==> config.mk <==
export PLATFORM = sky130hd
export DESIGN_NAME = inst_loader
export DESIGN_NICKNAME = d
export VERILOG_FILES = /design/src/rtl/inst_loader_pkg.sv /design/src/rtl/inst_loader.sv
export SDC_FILE = /design/constraint.sdc
export NUM_CORES = 1
export LEC_CHECK = 0
export ABC_AREA = 0
export CORE_AREA = 2 2 74 76
export CTS_CLUSTER_DIAMETER = 50
export DETAILED_ROUTE_END_ITERATION = 8
export DIE_AREA = 0 0 76 78
export PLACE_DENSITY = 0.73
export REMOVE_ABC_BUFFERS = 1
export SYNTH_ARGS = -nofsm -noshare
export SYNTH_HDL_FRONTEND = slang
export SYNTH_SLANG_ARGS = --single-unit
==> constraint.sdc <==
create_clock -name clk -period 2 [get_ports clk]
set_input_delay 0.4 -clock clk [delete_from_list [all_inputs] [get_ports clk]]
set_output_delay 0.4 -clock clk [all_outputs]
set_load 0.1 [all_outputs]
==> src/rtl/inst_loader_pkg.sv <==
// Shared definitions for the instruction loader: state encoding, default
// geometry and frame constants used by the loader and the processor top level.
package inst_loader_pkg;

    localparam int ADDR_W_DEF    = 6;
    localparam int MAX_WORDS_DEF = 64;
    localparam int BYTE_W        = 8;
    localparam int WORD_W        = 16;

    typedef enum logic [2:0] {
        ST_IDLE  = 3'd0,
        ST_COUNT = 3'd1,
        ST_HI    = 3'd2,
        ST_LO    = 3'd3,
        ST_WRITE = 3'd4,
        ST_CHECK = 3'd5,
        ST_RUN   = 3'd6,
        ST_ERROR = 3'd7
    } load_state_e;

    // Running frame checksum: plain XOR of every word byte.
    function automatic logic [BYTE_W-1:0] chk_fold(input logic [BYTE_W-1:0] chk,
                                                   input logic [BYTE_W-1:0] b);
        return chk ^ b;
    endfunction

    function automatic logic is_busy_state(input load_state_e s);
        logic r;
        case (s)
            ST_COUNT, ST_HI, ST_LO, ST_WRITE, ST_CHECK: r = 1'b1;
            default:                                    r = 1'b0;
        endcase
        return r;
    endfunction

    function automatic logic is_rx_state(input load_state_e s);
        logic r;
        case (s)
            ST_COUNT, ST_HI, ST_LO, ST_CHECK: r = 1'b1;
            default:                          r = 1'b0;
        endcase
        return r;
    endfunction

endpackage

==> src/rtl/inst_loader.sv <==
// Byte-stream program loader: receives count, words (high byte first) and an
// XOR checksum, writes instruction memory and hands control to the processor.
module inst_loader
    import inst_loader_pkg::*;
#(
    parameter int ADDR_W    = ADDR_W_DEF,
    parameter int MAX_WORDS = MAX_WORDS_DEF
) (
    input  logic              clk,
    input  logic              rst,
    input  logic              start,
    input  logic              byte_valid,
    input  logic [BYTE_W-1:0] byte_data,
    output logic              byte_ready,
    output logic              imem_we,
    output logic [ADDR_W-1:0] imem_addr,
    output logic [WORD_W-1:0] imem_wdata,
    output logic              controller_enable,
    output logic              restart,
    output logic              busy,
    output logic              load_error
);

    load_state_e       state_r;
    load_state_e       next_s;
    logic              accept_s;
    logic              last_word_s;
    logic              n_bad_s;
    logic [BYTE_W-1:0] n_r;
    logic [BYTE_W-1:0] chk_r;
    logic [ADDR_W-1:0] addr_r;
    logic [WORD_W-1:0] wdata_r;
    logic              byte_ready_r;
    logic              imem_we_r;
    logic              enable_r;
    logic              restart_r;
    logic              busy_r;
    logic              error_r;

    // Next-state decode; start overrides every state and aborts any frame.
    always_comb begin
        next_s      = state_r;
        accept_s    = byte_valid & byte_ready_r;
        last_word_s = ((BYTE_W'(addr_r) + 8'd1) == n_r);
        n_bad_s     = (byte_data == 8'd0) || (byte_data > BYTE_W'(MAX_WORDS));
        if (start) begin
            next_s = ST_COUNT;
        end else begin
            case (state_r)
                ST_IDLE:  next_s = ST_IDLE;
                ST_COUNT: begin
                    if (accept_s) begin
                        next_s = n_bad_s ? ST_ERROR : ST_HI;
                    end else begin
                        next_s = ST_COUNT;
                    end
                end
                ST_HI:    next_s = accept_s ? ST_LO : ST_HI;
                ST_LO:    next_s = accept_s ? ST_WRITE : ST_LO;
                ST_WRITE: next_s = last_word_s ? ST_CHECK : ST_HI;
                ST_CHECK: begin
                    if (accept_s) begin
                        next_s = (byte_data == chk_r) ? ST_RUN : ST_ERROR;
                    end else begin
                        next_s = ST_CHECK;
                    end
                end
                ST_RUN:   next_s = ST_RUN;
                ST_ERROR: next_s = ST_ERROR;
                default:  next_s = ST_IDLE;
            endcase
        end
    end

    // State and control outputs, all registered from the next state.
    always_ff @(posedge clk or negedge rst) begin
        if (!rst) begin
            state_r      <= ST_IDLE;
            byte_ready_r <= 1'b0;
            imem_we_r    <= 1'b0;
            enable_r     <= 1'b0;
            restart_r    <= 1'b0;
            busy_r       <= 1'b0;
            error_r      <= 1'b0;
        end else begin
            state_r      <= next_s;
            byte_ready_r <= is_rx_state(next_s);
            imem_we_r    <= (next_s == ST_WRITE);
            enable_r     <= (next_s == ST_RUN);
            restart_r    <= (next_s == ST_RUN) && (state_r != ST_RUN);
            busy_r       <= is_busy_state(next_s);
            error_r      <= (next_s == ST_ERROR);
        end
    end

    // Byte datapath; the address holds at N-1 after the last word so it never wraps.
    always_ff @(posedge clk or negedge rst) begin
        if (!rst) begin
            n_r     <= 8'd0;
            chk_r   <= 8'd0;
            addr_r  <= '0;
            wdata_r <= 16'd0;
        end else if (start) begin
            chk_r  <= 8'd0;
            addr_r <= '0;
        end else begin
            case (state_r)
                ST_COUNT: begin
                    if (accept_s && !n_bad_s) begin
                        n_r <= byte_data;
                    end
                end
                ST_HI: begin
                    if (accept_s) begin
                        wdata_r[15:8] <= byte_data;
                        chk_r         <= chk_fold(chk_r, byte_data);
                    end
                end
                ST_LO: begin
                    if (accept_s) begin
                        wdata_r[7:0] <= byte_data;
                        chk_r        <= chk_fold(chk_r, byte_data);
                    end
                end
                ST_WRITE: begin
                    if (!last_word_s) begin
                        addr_r <= addr_r + {{(ADDR_W-1){1'b0}}, 1'b1};
                    end
                end
                default: begin
                end
            endcase
        end
    end

    assign byte_ready        = byte_ready_r;
    assign imem_we           = imem_we_r;
    assign imem_addr         = addr_r;
    assign imem_wdata        = wdata_r;
    assign controller_enable = enable_r;
    assign restart           = restart_r;
    assign busy              = busy_r;
    assign load_error        = error_r;

endmodule

======== Yosys cells after proc, flatten, opt, wreduce, memory -nomap -nowiden ========
Cells that the tools add are included.
storage, ports and cells
  word-level logic and storage cells ...... 70
  memory bits (read-only) ................. 0
  RAM bits ................................ 0
  output and inout port bits .............. 28
  bits in latches ......................... 0
  input port bits ......................... 12
  register bits after elaboration ......... 47
  memories ................................ 0
cells by class
  mux-type cells .......................... 17
  order comparisons ....................... 1
  $add $sub $neg .......................... 2
  divide/modulo/power cells ............... 0
  reduce and logical (&&, ||, !) cells .... 17
  multipliers ............................. 0
  shift operators ......................... 0
  equality and inequality tests ........... 18
  bitwise operators ....................... 3
operators by type and width
  kind                 count
  $eq 3x3->1 const B   8
  $mux 8               3
  $pmux 3 s8           1
  $mux 6               3
  $mux 3               5
  $eq 3x2->1 const B   4
  $reduce_and 3->1     3
  $eq 7x8->1           1
  $eq 8x8->1           1
  $gt 8x7->1 const B   1
  $logic_not 8->1      1
  $xor 8x8->8          1
  $add 6x1->7 const B  1
  $add 6x1->6 const B  1
  $eq 3x1->1 const B   2
  $reduce_bool 2->1    3
  $reduce_or 5->1      1
  $mux 1               4
  $reduce_and 2->1     2
  $reduce_or 4->1      1
  $logic_not 3->1      1
  $ne 3x3->1 const B   1
  $logic_and 1x1->1    2
  $mux 2               1
  6 further kinds      6

======== Logic depth before layout (Yosys ltp) ========
  depth in word-level cells ............... 9
  depth in mapped cells ................... 8
  gate-level depth less buffers ........... 8

======== Least setup slack after synthesis ========
Ideal clock, no wire load.
  kind .................................... register -> register
  start point ............................. register addr_r[0] (netlist: imem_addr[0])
  end point ............................... register restart_r (netlist: restart)
  setup time .............................. 0.107 ns
  setup slack ............................. -0.715 ns
  data required time ...................... 1.893 ns
  clock period less this slack ............ 2.715 ns
  stages on the path, launching flop included .. 8
  path buffers ............................ 0
  data arrival time ....................... 2.608 ns
  path through ............................ dfrtp_1 ha_1 xor2_1 nor4_2 o211a_1 nand2_1 a211o_1 a2111oi_4
between the ends
  longest elaborated chain between the ends .. 7
RTL lines
  element                 RTL line            source
  from (decl)             inst_loader.sv:31   logic [ADDR_W-1:0] addr_r;
  from (signal assigned)  inst_loader.sv:127  addr_r <= addr_r + {{(ADDR_W-1){1'b0}}, 1'b1};
  $add 6x1->7             inst_loader.sv:44   last_word_s = ((BYTE_W'(addr_r) + 8'd1) == n_r);
  $eq 7x8->1              inst_loader.sv:44
  $mux 3                  inst_loader.sv:60   ST_WRITE: next_s = last_word_s ? ST_CHECK : ST_HI;
  $pmux 3 s8              inst_loader.sv:49   case (state_r)
  $mux 3                  inst_loader.sv:46   if (start) begin
  $eq 3x3->1              inst_loader.sv:90   restart_r <= (next_s == ST_RUN) && (state_r != ST_RUN);
  $logic_and 1x1->1       inst_loader.sv:90
  to (signal assigned)    inst_loader.sv:90
  to (decl)               inst_loader.sv:36   logic restart_r;
Every way passes these cells.
A chain may end at the register's enable or synchronous reset.

======== Worst setup path in the final report ========
  start point ............................. register addr_r[1] (netlist: imem_addr[1])
  end point ............................... register restart_r (netlist: restart)
Same word-level chain as after synthesis.

==> results.cfg <==
[global_routing]
grt_pass1_vias = 1748
grt_overflow = 0
met2_usage_pct = 29.64
antenna_found_initial = 0
met3_usage_pct = 4.767
grt_usage_pct = 17.53
grt_busiest_layer = met2
grt_pass1_wl_mm = 8.266
grt_max_degree = 18
gr-usage-met1_pct = 22.01

[power]
p_sw_share_pct = 47.37
pwr-share-seq_pct = 30.5
switchingPower_mw = 2.130
peakVddDrop_uv = 1198
pwr-share-clk_pct = 16.1
p_leak_nw = 1.509
p_int_mw = 2.366
pwr-share-comb_pct = 53.4
totalPowerFinal_mw = 4.496
p_per_area_nw_per_um2 = 1355

[placed_design]
placed_cell_area_um2 = 3044
dp_hpwl_mm = 3.686
place.gp.congestion = 0.8183
place_ws_ns = -0.4721
port_buffers = 39

[timing]
fin_skew_ns = 0.005706
rsz0062_at_grt = true
fmax_mhz = 484.6
fin_crit_ns = 2.063
timing_worst_slew_pin_value_ns = 0.3769
finalCritPeriodShare_pct = 103.2
setup_viol = 5
tns_ns = -0.08427
finalHoldViolations = 0
maxSlewViolCount = 0
worst_slack_ns = -0.06346
maxSlewHeadroom_pct = 74.87

[clock_network]
cts_max_level = 2
clk_pin_slew_worst_paths_ns = 0.09
cts_buffers = 5
cts_buffer_depth = 2
cts_tree = yes
cts.sinks = 47
root_buffer = clkbuf_8
worst_skew_pair.late_latency_ns = 0.30

[setup_path]
crit_path_end_kind = flip-flop
crit_required_ns = 2.20
crit_family = compound AO/OA/AOI/OAI gates
worstPathArrival_ns = 2.27
cp_max_fo = 7
criticalPathCategory = flip-flop to flip-flop
path_cells = ha_4 -> or3_1 -> o2bb2ai_1 -> o22a_2 -> nand2_1 -> a211o_4 -> a2111oi_4
crit_buf_inv = 0
max_stage_delay_ns = 0.43
cp-start-kind = flip-flop
crit_slowest_cell = dfrtp_1

[drt]
drc = 0
vias = 1781
routedWlPerCell_um = 13.96
totalWireLength_mm = 4.982
vias_per_cell = 4.989
dr.pass1.iters = 4
postRouteAntennaNets = 0
drt_iter0_drc = 80

[die]
start_util_pct = 46.35
die_x_um = 76
io_pins = 40
die_area_um2 = 5928
rows = 26
coreArea_um2 = 5042
die_y_um = 78

[synth]
synth_cell_types = 46
ys_seq_area_share_pct = 50.32
synth_adder_area_share_pct = 0.5353
yosys_warnings = 0
synth-compound-area-share_pct = 9.315
syn_area_per_cell_um2 = 11.40
yosys.area_share.simple_pct = 14.40
yosysTopAreaCell = dfrtp_1
synthXorXnorAreaFrac_pct = 10.49
synthArstFlopShare_pct = 100.0
synthCells = 205
synth_top_family_by_area = simple AND/OR/NAND/NOR gates
synth-seq-cells = 47
synth_edf_count = 0
synth_top_area_share_pct = 50.32
synth_flop_cell = dfrtp_1
syn_area_um2 = 2337
synth_mux_area_share_pct = 12.37
yosys-top-cells-area = dfrtp_1 (50%), mux2_2 (11%), xor2_1 (5.6%)

[finish]
fin_area_um2 = 3318
final_nets = 299
syn_to_final_growth_pct = 41.97
layout_common_cells = buf_4 (63), dfrtp_1 (45), mux2_2 (23)
drive_gt1_share_pct = 44.95
fin_util_pct = 65.81
num_antenna_cells = 0
layout_commonest_cell = buf_4
fill_cells = 398

[job]
drv_cap = 0

[outcome]
violations = setup timing
status = finished with violations

[min_path]
min_path_type = input pin to asynchronous set/reset pin
-- repair_timing --
action,in CTS,in global routing
endpoints found under the setup margin,10,13
buffers inserted,0,6
resized for setup,2,23
hold buffers,0,0
pin swaps,4,11
-- cells in the mapped netlist, types with 2 or more instances --
master	number
and3b_1	2
and2_1	4
dfrtp_1	47
o22ai_1	2
nand2b_1	2
xnor2_1	13
xor2_1	15
a21oi_1	4
nand2_1	12
o21ai_0	3
o211ai_1	2
o21a_1	2
nand4_1	2
mux2i_1	3
nor3_1	5
mux2_2	23
nand3_1	6
clkbuf_1	2
o21ba_2	2
inv_1	3
nor2_1	23
buf_2	3
buf_4	2
-- routing by layer --
| metal | vias to the layer above | routed length (µm) |
|---|---|---|
| met5 | - | 0 |
| met4 | 0 | 57 |
| met3 | 6 | 238 |
| met2 | 35 | 2447 |
| met1 | 865 | 2238 |
| li1 | 875 | - |
-- per-stage QoR --
stage	hold slack, ns	instances
3_3_place_gp	0.3398	343
5_1_grt	0.02086	357
2_1_floorplan	0.1044	197
3_5_place_dp	0.3441	343
6_report	0.003973	357
4_1_cts	0.01271	351
-- kinds of logic (layout without fill, tap and decap cells) --
kind of cell / Yosys count / after routing
xor+xnor: 28 / 28
flops: 47 / 47
compound gates: 26 / 26
buf+inv: 11 / 93
mux: 26 / 26
simple gates: 66 / 66
fa+ha+maj: 1 / 1
-- power by group through the flow --
stage	combinational [mW]	sequential (mW)	clock (mW)
after floorplan	0.591	2.49	0
after global placement	2.30	1.38	0
after detailed placement	2.33	1.39	0
after CTS	2.34	1.37	0.747
after global routing	2.52	1.41	0.789
final	2.40	1.37	0.725
-- state kept, by name, indices dropped and copies added, names as in the netlist --
register	cells
busy	1
load_error	1
imem_wdata	16
imem_we	1
controller_enable	1
imem_addr	6
chk_r	8
n_r	8
state_r	3
byte_ready	1
restart	1
-- final cells by class --
| type | count | area [µm²] | share of cell area (%) |
|---|---|---|---|
| flip-flops and latches | 47 | 1179 | 35.52 |
| clock buffers | 6 | 82.58 | 2.489 |
| repair buffers | 82 | 730.7 | 22.02 |
| clock inverters | 2 | 35.03 | 1.056 |
| multi-input cells | 147 | 1192 | 35.94 |
| inverters | 3 | 11.26 | 0.3394 |
| well taps | 70 | 87.58 | 2.640 |
-- worst paths after layout --
| check | startpoint | slack [ns] | endpoint | cells after the start |
|---|---|---|---|---|
| max | imem_addr[1] | -0.06 | restart | 7 |
| min | rst | 0.004 | imem_wdata[15] | 1 |
| max reg2reg | imem_addr[1] | -0.06 | restart | 7 |
| min reg2reg | imem_wdata[8] | 0.52 | imem_wdata[8] | 1 |
| max in group asynchronous | rst | 1.43 | imem_addr[2] | 2 |
| min in group clk | imem_wdata[8] | 0.52 | imem_wdata[8] | 1 |
(Power assumes the default switching activity.)
